## config.mk

```make
export PLATFORM = sky130hd
export DESIGN_NAME = if_id_hazard_ctrl
export DESIGN_NICKNAME = d
export VERILOG_FILES = /design/src/rtl/pipe_ctrl_pkg.sv /design/src/rtl/hazard_detect.sv /design/src/rtl/if_id_hazard_ctrl.sv
export SDC_FILE = /design/constraint.sdc
export NUM_CORES = 1
export LEC_CHECK = 0
export ABC_AREA = 0
export CORE_ASPECT_RATIO = 1.4
export CORE_MARGIN = 2
export CORE_UTILIZATION = 44
export DETAILED_ROUTE_END_ITERATION = 8
export GPL_TIMING_DRIVEN = 0
export PLACE_DENSITY_LB_ADDON = 0.15
export SLEW_MARGIN = 20
export SYNTH_ARGS = -nofsm -noshare
export SYNTH_HDL_FRONTEND = slang
export SYNTH_SLANG_ARGS = --single-unit
```

## constraint.sdc

```tcl
create_clock -name clk -period 2.5 [get_ports clk]
set_clock_uncertainty 0.1 [all_clocks]
set_input_delay 0.25 -clock clk [delete_from_list [all_inputs] [get_ports clk]]
set_output_delay 0.25 -clock clk [all_outputs]
set_load 0.03 [all_outputs]
```

## src/rtl/pipe_ctrl_pkg.sv

```systemverilog
// Shared definitions for the IF/ID pipeline-control slice.
//   - pipe_state_t : sequencing states of the IF/ID / PC controller
//   - ctrl_t       : bundle of the five pipeline-control strobes
//   - XZR          : register number that never creates a dependency
//   - clamp_flush_cycles : bounds the flush-length parameter to 1..7
package pipe_ctrl_pkg;

  typedef enum logic [1:0] {
    ST_RUN    = 2'd0,
    ST_FLUSH  = 2'd1,
    ST_FREEZE = 2'd2
  } pipe_state_t;

  // Control strobes, packed so whole output patterns can be named once.
  typedef struct packed {
    logic pc_write;
    logic if_id_write;
    logic if_id_flush;
    logic id_ex_bubble;
    logic pipe_freeze;
  } ctrl_t;

  localparam ctrl_t CTRL_RESET  = '{pc_write: 1'b0, if_id_write: 1'b0, if_id_flush: 1'b1,
                                    id_ex_bubble: 1'b1, pipe_freeze: 1'b0};
  localparam ctrl_t CTRL_RUN    = '{pc_write: 1'b1, if_id_write: 1'b1, if_id_flush: 1'b0,
                                    id_ex_bubble: 1'b0, pipe_freeze: 1'b0};
  localparam ctrl_t CTRL_STALL  = '{pc_write: 1'b0, if_id_write: 1'b0, if_id_flush: 1'b0,
                                    id_ex_bubble: 1'b1, pipe_freeze: 1'b0};
  localparam ctrl_t CTRL_FLUSH  = '{pc_write: 1'b1, if_id_write: 1'b1, if_id_flush: 1'b1,
                                    id_ex_bubble: 1'b0, pipe_freeze: 1'b0};
  localparam ctrl_t CTRL_FREEZE = '{pc_write: 1'b0, if_id_write: 1'b0, if_id_flush: 1'b0,
                                    id_ex_bubble: 1'b0, pipe_freeze: 1'b1};

  localparam logic [4:0] XZR = 5'd31;

  localparam int FLUSH_MIN   = 1;
  localparam int FLUSH_MAX   = 7;
  localparam int FLUSH_CNT_W = 3;   // holds FLUSH_MAX-1

  // Keeps an out-of-range flush length from wrapping the 3-bit counter.
  function automatic int clamp_flush_cycles(input int n);
    if (n < FLUSH_MIN)      return FLUSH_MIN;
    else if (n > FLUSH_MAX) return FLUSH_MAX;
    else                    return n;
  endfunction

endpackage

```

## src/rtl/hazard_detect.sv

```systemverilog
// Load-use comparator: flags when the load currently in EX writes a
// register that the instruction in ID reads. X31 (XZR) never hazards.
// Purely combinational so a forwarding unit can reuse it.
// Ports:
//   ex_mem_read, ex_Rd        : EX-stage load flag and destination
//   id_Rn/Rm/Rd, id_uses_*    : ID-stage source fields and read enables
//   load_use                  : 1 when ID must wait one cycle for the load
module hazard_detect
  import pipe_ctrl_pkg::*;
(
  input  logic       ex_mem_read,
  input  logic [4:0] ex_Rd,
  input  logic [4:0] id_Rn,
  input  logic [4:0] id_Rm,
  input  logic [4:0] id_Rd,
  input  logic       id_uses_rn,
  input  logic       id_uses_rm,
  input  logic       id_uses_rd,
  output logic       load_use
);

  logic hit_rn;
  logic hit_rm;
  logic hit_rd;

  assign hit_rn = id_uses_rn && (ex_Rd == id_Rn);
  assign hit_rm = id_uses_rm && (ex_Rd == id_Rm);
  // Rd/Rt is a source for stores and CBZ, hence a third comparison.
  assign hit_rd = id_uses_rd && (ex_Rd == id_Rd);

  assign load_use = ex_mem_read && (ex_Rd != XZR) && (hit_rn || hit_rm || hit_rd);

endmodule

```

## src/rtl/if_id_hazard_ctrl.sv

```systemverilog
// IF/ID and PC sequencing controller.
// Resolves, in priority order, data-memory freezes, load-use stalls and
// taken-branch flushes, and counts the cycles in which the PC is held.
// All control outputs are combinational from the state and the current
// inputs, so the pipeline reacts in the same cycle.
// Ports:
//   clk, reset (async, active-low)
//   id_Rn/Rm/Rd, id_uses_*      : ID-stage operand fields
//   ex_mem_read, ex_Rd          : EX-stage load information
//   br_taken                    : branch resolved taken in ID
//   mem_busy                    : data memory access still pending
//   pc_write, if_id_write       : PC / IF-ID load enables
//   IF_ID_flush                 : clear IF/ID at the next rising edge
//   id_ex_bubble                : zero the ID/EX control bits
//   pipe_freeze                 : hold ID/EX, EX/MEM, MEM/WB
//   stall_count                 : saturating count of pc_write=0 cycles
module if_id_hazard_ctrl
  import pipe_ctrl_pkg::*;
#(
  parameter int FLUSH_CYCLES = 1,
  parameter int CNT_W        = 16
) (
  input  logic             clk,
  input  logic             reset,
  input  logic [4:0]       id_Rn,
  input  logic [4:0]       id_Rm,
  input  logic [4:0]       id_Rd,
  input  logic             id_uses_rn,
  input  logic             id_uses_rm,
  input  logic             id_uses_rd,
  input  logic             ex_mem_read,
  input  logic [4:0]       ex_Rd,
  input  logic             br_taken,
  input  logic             mem_busy,
  output logic             pc_write,
  output logic             if_id_write,
  output logic             IF_ID_flush,
  output logic             id_ex_bubble,
  output logic             pipe_freeze,
  output logic [CNT_W-1:0] stall_count
);

  localparam int                     FC_EFF       = clamp_flush_cycles(FLUSH_CYCLES);
  localparam logic [FLUSH_CNT_W-1:0] FLUSH_RELOAD = FLUSH_CNT_W'(FC_EFF - 1);

  pipe_state_t            state_q, state_d;
  pipe_state_t            ret_q, ret_d;       // state to resume after FREEZE
  pipe_state_t            eval_state;
  logic [FLUSH_CNT_W-1:0] flush_cnt_q, flush_cnt_d;
  logic [CNT_W-1:0]       stall_cnt_q;
  logic                   load_use;
  ctrl_t                  ctrl;

  hazard_detect u_hazard_detect (
    .ex_mem_read (ex_mem_read),
    .ex_Rd       (ex_Rd),
    .id_Rn       (id_Rn),
    .id_Rm       (id_Rm),
    .id_Rd       (id_Rd),
    .id_uses_rn  (id_uses_rn),
    .id_uses_rm  (id_uses_rm),
    .id_uses_rd  (id_uses_rd),
    .load_use    (load_use)
  );

  // Next-state and output decode.
  always_comb begin
    // NOTE: every variable gets a default before any branch so no path
    // leaves it unassigned; otherwise synthesis infers a latch.
    state_d     = state_q;
    ret_d       = ret_q;
    flush_cnt_d = flush_cnt_q;
    ctrl        = CTRL_RUN;

    // Leaving FREEZE evaluates the saved state's rules in the same cycle.
    eval_state = (state_q == ST_FREEZE) ? ret_q : state_q;

    if (mem_busy) begin
      ctrl    = CTRL_FREEZE;
      state_d = ST_FREEZE;
      // Only capture the return state on entry; the flush counter is kept.
      if (state_q != ST_FREEZE) ret_d = state_q;
    end else begin
      ret_d = ST_RUN;
      case (eval_state)
        ST_FLUSH: begin
          // ID holds a bubble, so load_use and br_taken are irrelevant here.
          ctrl        = CTRL_FLUSH;
          flush_cnt_d = flush_cnt_q - FLUSH_CNT_W'(1);
          state_d     = (flush_cnt_q <= FLUSH_CNT_W'(1)) ? ST_RUN : ST_FLUSH;
        end
        default: begin
          state_d = ST_RUN;
          if (load_use) begin
            // The branch operand may be the loaded value, so the branch
            // waits; the stall ends by itself as the load leaves EX.
            ctrl = CTRL_STALL;
          end else if (br_taken) begin
            ctrl = CTRL_FLUSH;
            if (FC_EFF > 1) begin
              state_d     = ST_FLUSH;
              flush_cnt_d = FLUSH_RELOAD;
            end
          end
        end
      endcase
    end

    // Outputs take their safe values the moment reset asserts, without
    // waiting for a clock edge.
    if (!reset) ctrl = CTRL_RESET;
  end

  always_ff @(posedge clk or negedge reset) begin
    if (!reset) begin
      state_q     <= ST_RUN;
      ret_q       <= ST_RUN;
      flush_cnt_q <= '0;
      stall_cnt_q <= '0;
    end else begin
      // NOTE: non-blocking assignments so every register samples the
      // pre-edge values, independent of statement order.
      state_q     <= state_d;
      ret_q       <= ret_d;
      flush_cnt_q <= flush_cnt_d;
      if (!ctrl.pc_write && (stall_cnt_q != '1)) begin
        stall_cnt_q <= stall_cnt_q + CNT_W'(1);
      end
    end
  end

  assign pc_write     = ctrl.pc_write;
  assign if_id_write  = ctrl.if_id_write;
  assign IF_ID_flush  = ctrl.if_id_flush;
  assign id_ex_bubble = ctrl.id_ex_bubble;
  assign pipe_freeze  = ctrl.pipe_freeze;
  assign stall_count  = stall_cnt_q;

endmodule

```

==> metrics.md, run 1 <==
| Metric | Value |
|---|---|
| Clk_lat worst skew | 0.26 ns |
| Period utilization | 0.971 |
| CTS root buf | clkbuf_8 |
| DPL Wire Length | between 2 and 2.5 mm |
| Pwr dens | 812 nW/µm² |
| DP Area | 1900 µm² |
| Post-synth EDFFs | 0 |
| Critical path origin | ex_Rd[1] |
| Asr flop ratio synth | 1.00 |
| Max Buffers Root-to-Sink | 2 |
| Outcome | finished, violations left |
| FF-to-FF End | stall_count[10] |
| CP top delay family | buffers and inverters |
| Dpl cells | 220 |
| Maxcap violations | 0 |
| Net Sw Power | 651 µW |
| Total track usage | 0.178 |
| Comb pwr share | 0.479 |
| Worst Path Required | 2.15 ns |
| IO Pins | 49 |
| DR vias | 1148 |
| DRC | 0 |
| Global route overflow | 0 |
| Fmax | 412 MHz |
| Row count | 24 |
| RSZ-0062 raised after global routing | false |
| Worst setup EP type | output port |
| Reg clk slew, reported paths | 0.08 ns |
| Util after Layout | 0.647 |
| Reg2Reg Depth | 7 |
| FF-to-FF setup slack | 0.41 ns |
| Fillers | 255 |
| GPL Wtd Cong | 0.814 |
| Starting Density | 0.453 |
| Routed Antenna Nets | 0 |
| Die Wd | around 51 µm |
| R2R Path Start | stall_count[3] |
| Met1 wire length | 1.07 mm |
| Metal3 WL | ~120 µm |
| Critical-path top delay cell | clkdlybuf4s50_1 |
| Antenna violations before repair | 0 |
| Ys Warns | 0 |
| Seq cells post-synth | 23 |
| Worst hold path type | in -> async |
| Post-synth top area share | 0.419 |
| DP Worst Slack | -1.24 ns |
| Number of global-route vias before repair | roughly 1.2k |
| Final WL | 2.94 mm |
| CTS sink cnt | 23 |
| ANT cells | 0 |
| CTS tree | done |
| Clock Power Share | 0.143 |
| Vias per cell | approximately 5.1 |
| 1st-pass router iterations | 4 |
| Synth unique cells | 34 |
| Die ar. | 3590 µm² |
| Switching part of the total | 0.409 |
| Final setup viols | 0 |
| Avg WL per Cell | 13.1 µm |
| Layout cells sized above 1 | 0.102 |
| Final min period | 2.43 ns |
| Post-Syn Nets | about 160 |
| Die Y | 70.1 µm |
| Hold_ws | -0.0176 ns |
| Relative slew slack | 0.593 |
| Clock buffer count from CTS | 3 |
| H-tree level count | 1 |
| Setup TNS Final | 0 ns |
| Max incr delay on CP | 0.57 ns |
| First-pass GRT wire length | around 4.9 mm |
| Leakage | 0.854 nW |
| Prevailing post-synth register cell | dfrtp_1 |
| Multi-input logic area | 752 µm² |
| Met2 WL post-DR | 1.70 mm |
| Fin cells | 225 |
| Actual slew at the worst max-slew pin | 0.611 ns |
| Max FO, Critical Path | 11 |
| Fin area | between 1500 and 2000 µm² |
| Top Metal Used | met4 |
| Startpoint class of the critical path | input port |
| Synthesis-to-layout area growth | 43.0% |
| CP arrival | 2.08 ns |
| I/O Buffers | 48 |
| VDD IR max | 389 µV |
| Flip-flop and latch area | about 580 µm² |
| Top-count cell post-synth | dfrtp_1 |
| Final Max Tran Viols | 0 |
| Cell taking the most area after synthesis | dfrtp_1 |
| Failing checks | hold timing |
| CP Cell Sequence | clkdlybuf4s50_1 -> xor2_1 -> nor4_1 -> and3_1 -> o41ai_4 -> buf_6 -> clkdlybuf4s15_2 |
| Final Hold Violating Endpoints | 23 |
| Mapped Cells | 133 |
| WP depth | 7 |
| Largest net degree at the start of global routing | 27 |
| Commonest cells post-synth | dfrtp_1, xor2_1, xnor2_1 |
| Worst Setup Path Type | in -> out |
| Int Pwr | 943 µW |
| Sequential Power Share | 0.378 |
| Core area | 3030 µm² |
| Top area cells in the synthesized netlist | dfrtp_1, xor2_1, xnor2_1, nand3_1, nor3_1 |
| Synthesized area | roughly 1400 µm² |
| Crit path to | if_id_write |
| Buf/Inv on CP | 3 |
| Sequential share of the synthesized area | 0.419 |
| Syn_area_per_cell | 10.3 µm² |
| Worst setup margin | slightly above 0.07 ns |
| First-iteration detailed-routing DRC count | 21 |
| Final nets | 218 |
[through the flow]
stage / power, mW / hold slack (ns)
after detailed placement: 1.38 / 0.370
after floorplan: 1.04 / -0.146
after global placement: 1.36 / 0.370
after CTS: 1.61 / 0.000749
after global routing: 1.70 / 0.0200
final: 1.59 / -0.0176
[what timing repair did]
action | CTS | global route
hold buffers | 0 | 0
gates resized for setup | 13 | 3
pin swaps | 1 | 2
buffers inserted | 1 | 0
setup endpoints to repair | 21 | 4
[registers in the layout (all words and copies together) (netlist names)]
name	count
stall_count	16
flush_cnt_q	3
ret_q	2
state_q	2
[layer usage]
metal	global-route usage	up-vias
li1	-	562
met1	0.169	549
met2	0.351	32
met3	0.0342	5
met4	0.0691	0
met5	0	-
[worst min-delay path by stage]
stage / startpoint / endpoint / slack [ns] / cells past startpoint
2_1_floorplan: reset / flush_cnt_q[0] / -0.15 / 0
3_3_place_gp: stall_count[5] / stall_count[5] / 0.37 / 1
3_5_place_dp: flush_cnt_q[2] / flush_cnt_q[2] / 0.37 / 1
4_1_cts: reset / stall_count[13] / 0.0007 / 1
5_1_grt: reset / ret_q[1] / 0.02 / 1
6_report: reset / stall_count[3] / -0.02 / 1
[cells in the final DEF (no fill, tap or decap), drive strengths merged]
cell / instances
clkinv: 1
dfrtp: 23
xnor2: 14
buf: 5
mux2i: 2
ha: 3
o41ai: 1
a21oi: 2
clkbuf: 4
inv: 4
clkdlybuf4s15: 3
o22ai: 1
clkdlybuf4s50: 40
nand2b: 1
xor2: 16
dlygate4sd2: 1
nor3b: 2
nand2: 9
o21ai: 4
nand4: 2
and2: 1
nor4: 3
nor2: 5
nor2b: 2
dlymetal6s2s: 3
nand3b: 1
o21a: 1
nor3: 11
mux2: 3
o211a: 1
nand3: 10
and3: 6
a21o: 1
[power groups by stage]
stage | clock network (mW) | registers, mW | logic, mW
2_1_floorplan | 0 | 0.805 | 0.235
3_3_place_gp | 0 | 0.605 | 0.760
3_5_place_dp | 0 | 0.610 | 0.770
4_1_cts | 0.237 | 0.606 | 0.772
5_1_grt | 0.251 | 0.626 | 0.821
6_report | 0.228 | 0.602 | 0.763
[logic make-up after synthesis]
group,count (synthesis),share of synthesized area
AOI/OAI and AO/OA,11,0.0693
xor gates and xnor gates,30,0.191
adders and majority gates,3,0.0274
buffers and inverters,8,0.0328
DFF,23,0.419
muxes,5,0.0392
and+or+nand+nor,53,0.221
[area by class of cell]
cell class | instances | share of cell area
timing repair buffer | 49 | 0.252
buffer | 4 | 0.0153
tap | 39 | 0.0249
sequential | 23 | 0.293
inverter | 4 | 0.00765
clock buffer | 3 | 0.0210
multi-input combinational | 102 | 0.383
clock inverter | 1 | 0.00255
No activity file was read; power rests on OpenSTA's default activity.
==> run 2: changes to the inputs <==
--- a/config.mk
+++ b/config.mk
@@ -10,7 +10,6 @@
 export CORE_MARGIN = 2
 export CORE_UTILIZATION = 44
 export DETAILED_ROUTE_END_ITERATION = 8
-export GPL_TIMING_DRIVEN = 0
 export PLACE_DENSITY_LB_ADDON = 0.15
 export SLEW_MARGIN = 20
 export SYNTH_ARGS = -nofsm -noshare
==> metrics.md, run 2 (synthesis gave the netlist of run 1 again) <==
| Metric | Value |
|---|---|
| Outcome | finished, final reports clean |
| Row count | 24 (unchanged) |
| Maxcap violations | 0 (unchanged) |
| IO Pins | 49 (unchanged) |
| Switching part of the total | 0.413 (+0.00404) |
| M3 GR Usage | 0.0363 (+0.00214) |
| Leakage | 0.859 nW (+0.66%) |
| I/O Buffers | 48 (unchanged) |
| VDD IR max | 455 µV (+17%) |
| Avg WL per Cell | 13.4 µm (+2.4%) |
| ANT cells | 0 (unchanged) |
| Worst Setup Path Type | in -> out |
| CP arrival | 2.04 ns (-0.04 ns) |
| Global route overflow | 0 (unchanged) |
| DP Worst Slack | -0.235 ns (+1.00 ns) |
| Hold_ws | 0.273 ns (+0.290 ns) |
| Max FO, Critical Path | 4 (-7) |
| Comb pwr share | 0.481 (+0.002) |
| First-pass GRT wire length | 5.26 mm (+7.2%) |
| Worst Path Required | 2.15 ns (about the same) |
| RSZ-0062 raised after global routing | false |
| Max reg flops | 16 (unchanged) |
| CTS root buf | clkbuf_8 |
| Net Sw Power | 664 µW (+1.9%) |
| Worst setup margin | 0.108 ns (+0.0358 ns) |
| Final Max Tran Viols | 0 (unchanged) |
| DRC | 0 (unchanged) |
| Total track usage | 0.190 (+0.0119) |
| DP Area | 1900 µm² (-0.13%) |
| CTS sink cnt | 23 (unchanged) |
| Sequential Power Share | 0.376 (-0.002) |
| DR vias | 1167 (+1.7%) |
| Util after Layout | 0.652 (+0.00454) |
| DPL Wire Length | 2.48 mm (+4.5%) |
| Die Wd | 51.2 µm (unchanged) |
| R2R Path Start | state_q[1] |
| Most frequent cells in the layout | clkdlybuf4s50_1, dfrtp_1, xor2_1 |
| Final WL | 3.06 mm (+4.2%) |
| Pwr dens | 814 nW/µm² (+0.21%) |
| Most Crowded Layer GR | met2 |
| Final Hold Violating Endpoints | 0 (-100%) |
| Actual slew at the worst max-slew pin | 0.366 ns (-0.245 ns) |
| Fin area | 1980 µm² (+0.70%) |
| Final min period | 2.39 ns (-0.0358 ns) |
| Clock buffer count from CTS | 3 (unchanged) |
| Worst hold path type | in -> async |
| Worst setup EP type | output port |
| Int Pwr | 945 µW (+0.22%) |
| Layout cells sized above 1 | 0.126 (+0.0242) |
| CTS tree | done |
| Antenna violations before repair | 0 (unchanged) |
| First-iteration detailed-routing DRC count | 22 (+4.8%) |
| Die ar. | 3590 µm² (unchanged) |
| Number of global-route vias before repair | 1240 (+2.6%) |
| Synthesis-to-layout area growth | 44.0% |
| Clock Power Share | 0.143 (about the same) |
| Final Total Pwr | 1.61 mW (+0.91%) |
| Vias per cell | 5.10 (-0.12%) |
| Critical path origin | ex_Rd[0] |
| Met2 Track Usage GR | 0.355 (+0.00433) |
| H-tree level count | 1 (unchanged) |
| Startpoint class of the critical path | input port |
| Fmax | 418 MHz (+1.5%) |
| Core area | 3030 µm² (unchanged) |
| Die Y | 70.1 µm (unchanged) |
| Starting Density | 0.453 (unchanged) |
| Period utilization | 0.957 (-0.0143) |
| GPL Wtd Cong | 0.789 (-3.0%) |
| Met1 track demand over resource | 0.208 (+0.0389) |
| Commonest non-fill, non-tap cell in the layout | clkdlybuf4s50_1 |
| Reg clk slew, reported paths | 0.08 ns (about the same) |
| Final setup viols | 0 (unchanged) |
| Largest net degree at the start of global routing | 26 (-3.7%) |
| Final nets | 222 (+1.8%) |
| 1st-pass router iterations | 4 (unchanged) |
| Relative slew slack | 0.755 (+0.163) |
| Max Buffers Root-to-Sink | 2 (unchanged) |
| Routed Antenna Nets | 0 (unchanged) |
| Clk_lat worst skew | 0.26 ns (about the same) |
## run 2: what timing repair did
item / CTS / global route
hold buffers: 0 / 0
setup endpoints to repair: 3 / 5
buffers inserted: 3 / 1
resized for setup: 1 / 1
pin swaps: 1 / 2
## run 2: layer usage
metal  share of wire  wire length (µm)
met3           0.036               111
met1            0.39              1190
met2            0.56              1720
met5               0                 0
met4           0.013                40
## run 2: power groups by stage
stage          clock [mW]  sequential [mW]  combinational (mW)
2_1_floorplan           0            0.805               0.235
3_3_place_gp            0            0.605               0.760
3_5_place_dp            0            0.615               0.772
4_1_cts             0.233            0.608               0.782
5_1_grt             0.249            0.622               0.825
6_report            0.230            0.606               0.773
## run 2: cell type report
| class | instances | area [µm²] |
|---|---|---|
| inverter | 4 | 15.0 |
| sequential | 23 | 576 |
| clock inverter | 1 | 5.00 |
| fill | 254 | 1060 |
| clock buffer | 3 | 41.3 |
| timing repair buffer | 57 | 539 |
| tap | 39 | 48.8 |
| multi-input combinational | 102 | 752 |
## run 2: per-stage QoR
stage,std cells,setup TNS (ns)
floorplan,133,0
global placement,221,-0.557
detailed placement,221,-1.53
CTS,228,0
global route,229,0
finish,229,0
## run 2: path summary, 6_finish.rpt
kind	end	slack (ns)	cells past startpoint
min in group clk	flush_cnt_q[2]	0.39	1
hold / removal	stall_count[3]	0.27	2
setup / recovery	IF_ID_flush	0.11	7
setup reg to reg	stall_count[1]	0.34	8
hold reg to reg	flush_cnt_q[2]	0.39	1
max in group asynchronous	stall_count[2]	1.79	2
## run 2: critical path: stages
cell and delay, ns:
clkdlybuf4s50_1 0.59, xnor2_1 0.16, nand4_1 0.13, o22ai_2 0.25, o21ai_0 0.14, a21o_1 0.17, dlygate4sd2_1 0.35
